**src/rtl/vpg_pkg.sv**
```systemverilog
// Shared types and constants for the video timing mode controller.
// Holds the FSM state encoding, mode codes and the three timing table entries.
package vpg_pkg;

  typedef enum logic [2:0] {
    STABLE_WAIT,
    RECONF,
    WAIT_LOCK,
    SETTLE,
    RUN
  } state_t;

  localparam logic [3:0] MODE_1080P60 = 4'd0;
  localparam logic [3:0] MODE_720P60  = 4'd1;
  localparam logic [3:0] MODE_480P60  = 4'd2;

  localparam int HOLDOFF_CYCLES = 256;

  typedef struct packed {
    logic [11:0] h_total;
    logic [11:0] h_sync;
    logic [11:0] h_start;
    logic [11:0] h_end;
    logic [11:0] v_total;
    logic [11:0] v_sync;
    logic [11:0] v_start;
    logic [11:0] v_end;
  } timing_t;

  localparam timing_t TIMING_1080P60 = '{
    h_total: 12'd2199, h_sync: 12'd43, h_start: 12'd189, h_end: 12'd2109,
    v_total: 12'd1124, v_sync: 12'd4,  v_start: 12'd40,  v_end: 12'd1120
  };

  localparam timing_t TIMING_720P60 = '{
    h_total: 12'd1649, h_sync: 12'd39, h_start: 12'd257, h_end: 12'd1537,
    v_total: 12'd749,  v_sync: 12'd4,  v_start: 12'd24,  v_end: 12'd744
  };

  localparam timing_t TIMING_480P60 = '{
    h_total: 12'd799, h_sync: 12'd95, h_start: 12'd141, h_end: 12'd781,
    v_total: 12'd524, v_sync: 12'd1,  v_start: 12'd34,  v_end: 12'd514
  };

endpackage

```
**src/rtl/video_timing_rom.sv**
```systemverilog
// Mode code to timing record lookup; purely combinational, zero latency, no flow control.
// Unlisted codes fall back to the 1080p60 entry.
module video_timing_rom
  import vpg_pkg::*;
(
  input  logic [3:0] mode,
  output timing_t    timing
);

  always_comb begin
    case (mode)
      MODE_720P60: timing = TIMING_720P60;
      MODE_480P60: timing = TIMING_480P60;
      default:     timing = TIMING_1080P60;
    endcase
  end

endmodule

```
**src/rtl/timing_mode_ctrl.sv**
```systemverilog
// Debounces the requested video mode, sequences PLL reconfiguration/lock and gates the pixel engine.
// Latency: STABLE_CYCLES to accept a mode, 256 + SETTLE_CYCLES after lock; no backpressure.
// Optional LOCK_TIMEOUT_EN: retry reconfiguration after LOCK_TIMEOUT cycles without lock, sticky lock_err.
module timing_mode_ctrl
  import vpg_pkg::*;
#(
  parameter int STABLE_CYCLES = 50000,
  parameter int SETTLE_CYCLES = 1024,
  parameter int LOCK_TIMEOUT  = 500000
) (
  input  logic        clk,
  input  logic        reset_n,
  input  logic [3:0]  mode,
  input  logic        pll_locked,
  output logic [3:0]  pll_mode,
  output logic        pll_mode_change,
  output logic [11:0] h_total,
  output logic [11:0] h_sync,
  output logic [11:0] h_start,
  output logic [11:0] h_end,
  output logic [11:0] v_total,
  output logic [11:0] v_sync,
  output logic [11:0] v_start,
  output logic [11:0] v_end,
  output logic        engine_rst_n,
  output logic        busy,
  output logic        lock_err
);

  localparam logic [16:0] STABLE_LAST  = 17'(STABLE_CYCLES - 1);
  localparam logic [16:0] SETTLE_LAST  = 17'(SETTLE_CYCLES - 1);
  localparam logic [8:0]  HOLDOFF_DONE = 9'(HOLDOFF_CYCLES);

  if (STABLE_CYCLES < 1 || STABLE_CYCLES > 131072 ||
      SETTLE_CYCLES < 1 || SETTLE_CYCLES > 131072 ||
      LOCK_TIMEOUT < 1  || LOCK_TIMEOUT > 1048576) begin : g_param_check
    $error("timing_mode_ctrl: cycle parameter outside counter range");
  end

  logic [3:0]  mode_s1, mode_s, mode_prev;
  logic        locked_s1, locked_s;
  state_t      state;
  logic [16:0] stable_cnt;
  logic [16:0] settle_cnt;
  logic [8:0]  hold_cnt;
  timing_t     timing;
  timing_t     rom_timing;
  logic        timeout_hit;

  video_timing_rom u_rom (
    .mode   (pll_mode),
    .timing (rom_timing)
  );

  always_ff @(posedge clk or negedge reset_n) begin
    if (!reset_n) begin
      mode_s1   <= '0;
      mode_s    <= '0;
      locked_s1 <= 1'b0;
      locked_s  <= 1'b0;
    end else begin
      mode_s1   <= mode;
      mode_s    <= mode_s1;
      locked_s1 <= pll_locked;
      locked_s  <= locked_s1;
    end
  end

  always_ff @(posedge clk or negedge reset_n) begin
    if (!reset_n) begin
      state           <= STABLE_WAIT;
      stable_cnt      <= '0;
      settle_cnt      <= '0;
      hold_cnt        <= '0;
      mode_prev       <= '0;
      pll_mode        <= '0;
      pll_mode_change <= 1'b0;
      timing          <= TIMING_1080P60;
      engine_rst_n    <= 1'b0;
    end else begin
      pll_mode_change <= 1'b0;
      engine_rst_n    <= 1'b0;
      mode_prev       <= mode_s;
      if (timeout_hit) begin
        pll_mode_change <= 1'b1;
        state           <= RECONF;
      end else begin
        case (state)
          STABLE_WAIT: begin
            if (mode_s != mode_prev) begin
              stable_cnt <= '0;
            end else if (stable_cnt == STABLE_LAST) begin
              pll_mode        <= mode_s;
              pll_mode_change <= 1'b1;
              stable_cnt      <= '0;
              state           <= RECONF;
            end else if (stable_cnt != '1) begin
              stable_cnt <= stable_cnt + 17'd1;
            end
          end
          RECONF: begin
            timing     <= rom_timing;
            hold_cnt   <= '0;
            settle_cnt <= '0;
            state      <= WAIT_LOCK;
          end
          WAIT_LOCK: begin
            if (hold_cnt != HOLDOFF_DONE) begin
              hold_cnt <= hold_cnt + 9'd1;
            end else if (locked_s) begin
              settle_cnt <= '0;
              state      <= SETTLE;
            end
          end
          SETTLE: begin
            // Lock loss after the PLL was already reconfigured needs no second holdoff.
            if (!locked_s) begin
              hold_cnt <= HOLDOFF_DONE;
              state    <= WAIT_LOCK;
            end else if (settle_cnt == SETTLE_LAST) begin
              state <= RUN;
            end else if (settle_cnt != '1) begin
              settle_cnt <= settle_cnt + 17'd1;
            end
          end
          RUN: begin
            if (!locked_s) begin
              hold_cnt <= HOLDOFF_DONE;
              state    <= WAIT_LOCK;
            end else if (mode_s != pll_mode) begin
              stable_cnt <= '0;
              state      <= STABLE_WAIT;
            end else begin
              engine_rst_n <= 1'b1;
            end
          end
          default: state <= STABLE_WAIT;
        endcase
      end
    end
  end

`ifdef LOCK_TIMEOUT_EN
  localparam logic [19:0] TIMEOUT_LAST = 20'(LOCK_TIMEOUT - 1);

  logic [19:0] timeout_cnt;
  logic [1:0]  timeout_num;
  logic        lock_err_q;

  assign timeout_hit = (state == WAIT_LOCK || state == SETTLE) && (timeout_cnt == TIMEOUT_LAST);

  always_ff @(posedge clk or negedge reset_n) begin
    if (!reset_n) begin
      timeout_cnt <= '0;
      timeout_num <= '0;
      lock_err_q  <= 1'b0;
    end else begin
      if (state == WAIT_LOCK || state == SETTLE) begin
        if (timeout_hit) begin
          timeout_cnt <= '0;
        end else if (timeout_cnt != '1) begin
          timeout_cnt <= timeout_cnt + 20'd1;
        end
      end else begin
        timeout_cnt <= '0;
      end
      if (state == RUN) begin
        timeout_num <= '0;
        lock_err_q  <= 1'b0;
      end else if (timeout_hit) begin
        if (timeout_num != 2'd3) timeout_num <= timeout_num + 2'd1;
        if (timeout_num == 2'd2) lock_err_q <= 1'b1;
      end
    end
  end

  assign lock_err = lock_err_q;
`else
  assign timeout_hit = 1'b0;
  assign lock_err    = 1'b0;
`endif

  assign busy    = (state != RUN);
  assign h_total = timing.h_total;
  assign h_sync  = timing.h_sync;
  assign h_start = timing.h_start;
  assign h_end   = timing.h_end;
  assign v_total = timing.v_total;
  assign v_sync  = timing.v_sync;
  assign v_start = timing.v_start;
  assign v_end   = timing.v_end;

endmodule
```
**config.mk**
```make
export PLATFORM = sky130hd
export DESIGN_NAME = timing_mode_ctrl
export DESIGN_NICKNAME = d
export VERILOG_FILES = /design/src/rtl/vpg_pkg.sv /design/src/rtl/video_timing_rom.sv /design/src/rtl/timing_mode_ctrl.sv
export SDC_FILE = /design/constraint.sdc
export NUM_CORES = 1
export LEC_CHECK = 0
export CAP_MARGIN = 10
export CORE_ASPECT_RATIO = 1.25
export CORE_UTILIZATION = 61
export CTS_CLUSTER_SIZE = 40
export DETAILED_ROUTE_END_ITERATION = 6
export HOLD_SLACK_MARGIN = 0.12
export PLACE_DENSITY = 0.92
export SETUP_SLACK_MARGIN = 0.02
export SYNTH_ARGS = -nofsm -noshare
export SYNTH_HDL_FRONTEND = slang
export SYNTH_HIERARCHICAL = 1
export SYNTH_SLANG_ARGS = --single-unit
```
**constraint.sdc**
```tcl
create_clock -name clk -period 4.26 [get_ports clk]
set_input_delay 0.852 -clock clk [delete_from_list [all_inputs] [get_ports clk]]
set_output_delay 0.852 -clock clk [all_outputs]
set_load 0.03 [all_outputs]
```
# ---- Word level (Yosys, flattened, before mapping)
# Cells that the tools add are included.
dict set report word_totals {
  register_bits 162
  input_bits 7
  word_cells 93
}
dict set report classes {
  addsub 3
  n_eq_ne 28
  muxes 31
  n_bitwise 1
  n_reduce_logical 10
}
# op n
set ops {}
lappend ops {{96-bit case mux with 2 select lines} 1}
lappend ops {{17-bit 2-to-1 mux} 10}
lappend ops {{17-bit case mux with 3 select lines} 1}
lappend ops {{17-bit by 1-bit adder with 17-bit output (second input constant)} 2}
lappend ops {{17-bit != test (second input constant)} 2}
lappend ops {{17-bit case mux with 2 select lines} 1}
lappend ops {{9-bit case mux with 3 select lines} 1}
lappend ops {{3-bit 2-to-1 mux} 8}
lappend ops {{2-bit != test (second input constant)} 11}
lappend ops {{9-bit 2-to-1 mux} 2}
lappend ops {{17-bit by 10-bit equality test with 1-bit output (second input constant)} 1}
lappend ops {{17-bit by 16-bit equality test with 1-bit output (second input constant)} 1}
lappend ops {{3-bit case mux with 5 select lines} 1}
lappend ops {{6-bit AND reduction} 2}
lappend ops {{9-bit by 1-bit adder with 9-bit output (second input constant)} 1}
lappend ops {{3-bit != test (second input constant)} 3}
lappend ops {{9-bit != test (second input constant)} 1}
lappend ops {{4-bit != test} 2}
lappend ops {{3-bit by 2-bit equality test with 1-bit output (second input constant)} 2}
lappend ops {{1-bit 2-to-1 mux} 6}
lappend ops {{3-bit AND reduction} 2}
lappend ops {{3-bit nonzero test} 2}
lappend ops {{4-bit by 1-bit equality test with 1-bit output (second input constant)} 1}
lappend ops {{4-bit by 2-bit equality test with 1-bit output (second input constant)} 1}
lappend ops {{8 further kinds} 8}

# ---- Depth between registers and ports, before layout
dict set report logic_depth {
  word_depth 5
  depth_mapped 11
  depth_no_buf 11
}

# ---- Modules after synthesis
# Netlist, hierarchy kept.
# module n_inst cells_each area_each_um2 seq_area_each_um2
set modules_own_cells {}
lappend modules_own_cells {timing_mode_ctrl 1 556 6990.5 4093.9}
lappend modules_own_cells {video_timing_rom 1 101 740.7 0.0}

# ---- Worst setup path before layout
# Ideal clock, no wire load.
dict set report synth_timing {
  path_kind {reg-to-reg}
  start {register settle_cnt[0]}
  end {register settle_cnt[3]}
  setup_time_ps 82
  arrival_time_ps 2197
  slack_ps 1981
  path_stages_with_launch 12
  n_path_buf 0
  period_less_slack_ps 2279
  cell_sequence {dfrtp_1 ha_1 nand3_1 nor4_4 nand2_1 nor2_1 ha_1 nor2b_1 nand2_1 a21oi_1 a41oi_1 a31oi_1}
}
dict set report synth_via {
  elab_chain_len 5
}
# element line
set synth_rtl {}
lappend synth_rtl {{from (decl)} timing_mode_ctrl.sv:44} ;# logic [16:0] settle_cnt;
lappend synth_rtl {{from (signal assigned)} timing_mode_ctrl.sv:123} ;# settle_cnt <= settle_cnt + 17'd1;
lappend synth_rtl {{17-bit by 1-bit adder with 17-bit output} timing_mode_ctrl.sv:123}
lappend synth_rtl {{17-bit 2-to-1 mux} timing_mode_ctrl.sv:122} ;# end else if (settle_cnt != '1) begin
lappend synth_rtl {{17-bit 2-to-1 mux} timing_mode_ctrl.sv:120} ;# end else if (settle_cnt == SETTLE_LAST) begin
lappend synth_rtl {{17-bit 2-to-1 mux} timing_mode_ctrl.sv:117} ;# if (!locked_s) begin
lappend synth_rtl {{17-bit case mux with 3 select lines} timing_mode_ctrl.sv:88} ;# case (state)
# Several ways; a longest one is shown, not always the timed one. The select of a mux whose other input is x is not followed.
# A chain may end at the register's enable or synchronous reset.

# ---- Worst setup path in the final report
dict set report layout_timing {
  start {register state[1]}
  end {output port busy}
}
dict set report layout_via {
  elab_chain_len 1
}
# element line
set layout_rtl {}
lappend layout_rtl {{from (decl)} timing_mode_ctrl.sv:42} ;# state_t state;
lappend layout_rtl {{from (signal assigned)} timing_mode_ctrl.sv:71} ;# state <= STABLE_WAIT;
lappend layout_rtl {{from (signal assigned)} timing_mode_ctrl.sv:86} ;# state <= RECONF;
lappend layout_rtl {{from (signal assigned)} timing_mode_ctrl.sv:96} ;# state <= RECONF;
lappend layout_rtl {{3-bit != test} timing_mode_ctrl.sv:183} ;# assign busy = (state != RUN);
lappend layout_rtl {{to (decl)} timing_mode_ctrl.sv:26} ;# output logic busy,
# No other way between the ends.

==> run summary <==
Pleak = 4.07 nW
Reg power frac = 50.2%
final WL = 16.0 mm
hold buffer count at cts = 0
Worst-path clk slew = 0.06 ns
Yosys reg bits = 162
CP Class = register to output pin
Synth Area per Inst = 11.8 um^2
H-tree Lvls = 4
Yosys top cell area share = 42.1%
area of the mapped netlist = 7730 um^2
switch share = 22.3%
predominant post-synthesis flop cell = dfrtp_1
post-route setup slack = 1.39 ns
Setup crit start kind = register
CP Buf/Inv Count = 2
critical path, cell by cell = nor2_1, and2_1, inv_1, clkdlybuf4s50_1
Hold WS = 0.348 ns
DR WL/cell = 17.7 um
Yosys warning count = 6
Die Width = 103 um
DPL Wire Length = 10.6 mm
EDFF count, synth = 0
# DRC = 0
I/O pins = 111
row cnt = 45
# resized after CTS = 0
DP Worst Slack = 1.49 ns
Max Freq = 349 MHz
reg2reg setup slack = 1.45 ns
initial DRC count = 242
outcome = finished clean
largest net degree at the start of global routing = 112
core area = 12,300 um^2
slew at the pin with the worst max-slew slack = 1.01 ns
GRT Overall Usage = 26.1%
Max IR drop VDD = 280 uV
Fin Setup TNS = 0 ns
Final Max Tran Viols = 0
fraction of layout cells with a size suffix above 1 = 24.9%
register area share after synthesis = 53.0%
CTS Root Buffer Type = clkbuf_16
vias in the first global route = 5,265
clk buf depth = 2
DP Cell Count = 868
Yosys top cell by area = dfrtp_1
Final period util = 67.3%
Finished Layout Cells = 900
IO Port Bufs = 109
Post-CTS Setup Repair Bufs = 0
clock power share = 48.0%
DIE AREA = 13,100 um^2
asr flop ratio synth = 100%
grt total ovfl = 0
Final min period = 2.87 ns
Final ANT Viol Nets = 0
fin nets = 736
total internal power = 2.40 mW
Initial DRT Pass Iterations = 5
initial core utilization = 63.0%
Crit Path Max Fanout = 11
Cells after Synth = 657
Vert. Die Dim = 128 um
worst endpoint data arrival time = 2.02 ns
Cell variety after synth = 59
HP Class = register to register
Setup Skew = 0.00969 ns
count leader, synth = dfrtp_1
Worst slew margin = 32.6%
Via-to-Cell Ratio = 5.64
Logic pwr share = 1.8%
Hold Fails Final Rpt = 0
CTS tree = built
RSZ-0062 raised after global routing = false
CP max stage cell = clkdlybuf4s50_1
Via Count = 5,079
clk_lat worst skew = 0.43 ns
top cells by area, synth = dfrtp_1 42%, mux2_2 15%, dfstp_2 11%
Commonest cells post-synth = 130 x dfrtp_1, 102 x mux2_2, 91 x buf_4
P_sw = 0.690 mW
first-pass GRT wire length = 25.7 mm
GP Congestion = 0.874
delay-heaviest family, CP = buffers and inverters
TritonCTS buffer count = 17
final setup violating endpoints = 0
# diodes = 0
Required @ worst endpoint = 3.41 ns
CTS Sinks = 162
synthesis-to-layout area growth = 17.2%
max-cap viol count = 0
CP endpoint kind = output pin
PD cells = 342 nW/um^2
number of antenna violations at the first check in global routing = 0
max incr delay on CP = 0.67 ns
==> power groups by stage <==
stage | clock network (mW) | registers [mW] | logic [mW]
2_1_floorplan | 0 | 1.58 | 0.0480
3_3_place_gp | 0 | 1.58 | 0.0547
3_5_place_dp | 0 | 1.58 | 0.0573
4_1_cts | 1.51 | 1.55 | 0.0569
5_1_grt | 1.57 | 1.55 | 0.0676
6_report | 1.48 | 1.55 | 0.0570
==> kinds of logic after synthesis <==
family | count (synthesis) | synth area share (%)
AO/OA/AOI/OAI | 82 | 7.30
adder cells (fa/ha/maj) | 6 | 0.971
AND/OR/NAND/NOR | 156 | 10.9
flip-flops | 162 | 53.0
other | 3 | 0.146
XOR/XNOR | 10 | 1.13
buffers and inverters | 129 | 10.8
multiplexers | 109 | 15.8
==> metal layers <==
metal | track usage (%) | share of wire, % | wire length [um]
met1 | 28.4 | 38 | 6100
met2 | 45.3 | 53 | 8440
met3 | 8.67 | 6.5 | 1040
met4 | 11.8 | 2.3 | 371
met5 | 0 | 0 | 0
==> registers in the layout, summed over array words and instances, names as in the netlist <==
signal	count
mode_s1	4
v_total	12
locked_s1	1
locked_s	1
pll_mode	4
h_start	12
state	3
mode_s	4
h_total	12
settle_cnt	17
v_sync	12
pll_mode_change	1
stable_cnt	17
mode_prev	4
h_sync	12
h_end	12
v_start	12
v_end	12
hold_cnt	9
engine_rst_n	1
==> final timing paths <==
check / startpoint / endpoint / depth (start not counted)
setup / recovery: state[1]$_DFFE_PN0P_ / busy / 4
hold / removal: mode_s1[0]$_DFF_PN0_ / mode_s[0]$_DFF_PN0_ / 0
setup reg to reg: settle_cnt[0]$_DFFE_PN0P_ / settle_cnt[3]$_DFFE_PN0P_ / 11
hold reg to reg: mode_s1[0]$_DFF_PN0_ / mode_s[0]$_DFF_PN0_ / 0
max in group asynchronous: reset_n / h_start[7]$_DFFE_PN1P_ / 2
min in group asynchronous: reset_n / v_start[11]$_DFFE_PN0P_ / 1
==> per-stage QoR <==
stage,power [mW],area [um^2],util [%]
after floorplan,1.63,7900,-
after global placement,1.63,8480,69.1
after detailed placement,1.64,8480,69.1
after CTS,3.12,9060,73.8
after global routing,3.19,9060,73.8
final,3.09,9060,73.8
==> area by class of cell <==
type	count	area, um^2
Sequential cell	162	4090
Tap cell	164	205
Fill cell	802	3220
Inverter	19	71.3
Timing Repair Buffer	112	1130
Multi-Input combinational cell	411	2980
Clock inverter	13	124
Clock buffer	19	453
==> placed cells by master, fill, tap and decap left out, types with 3 or more instances in the layout <==
| master | netlist | routed |
|---|---|---|
| a221o_1 | 6 | 6 |
| nand3_1 | 24 | 24 |
| mux2_2 | 102 | 102 |
| a31oi_1 | 12 | 12 |
| mux2i_1 | 7 | 7 |
| nand4_1 | 11 | 11 |
| o21a_1 | 3 | 3 |
| inv_6 | 0 | 4 |
| nor2_1 | 24 | 23 |
| conb_1 | 3 | 48 |
| xnor2_1 | 4 | 4 |
| clkbuf_16 | 0 | 17 |
| o211ai_1 | 9 | 9 |
| nor3_1 | 4 | 4 |
| nor4_1 | 4 | 4 |
| xor2_1 | 6 | 6 |
| inv_1 | 19 | 19 |
| o221ai_1 | 3 | 3 |
| o21ai_0 | 14 | 14 |
| or3_1 | 5 | 5 |
| a41oi_1 | 3 | 3 |
| nand2_1 | 43 | 43 |
| dfstp_2 | 32 | 32 |
| clkdlybuf4s50_1 | 0 | 108 |
| and3_1 | 14 | 14 |
| dfrtp_1 | 130 | 130 |
| and2_1 | 6 | 6 |
| clkinvlp_4 | 0 | 5 |
| a21oi_1 | 16 | 16 |
| ha_1 | 6 | 6 |
Note: power is estimated with default switching activity, not from simulation.
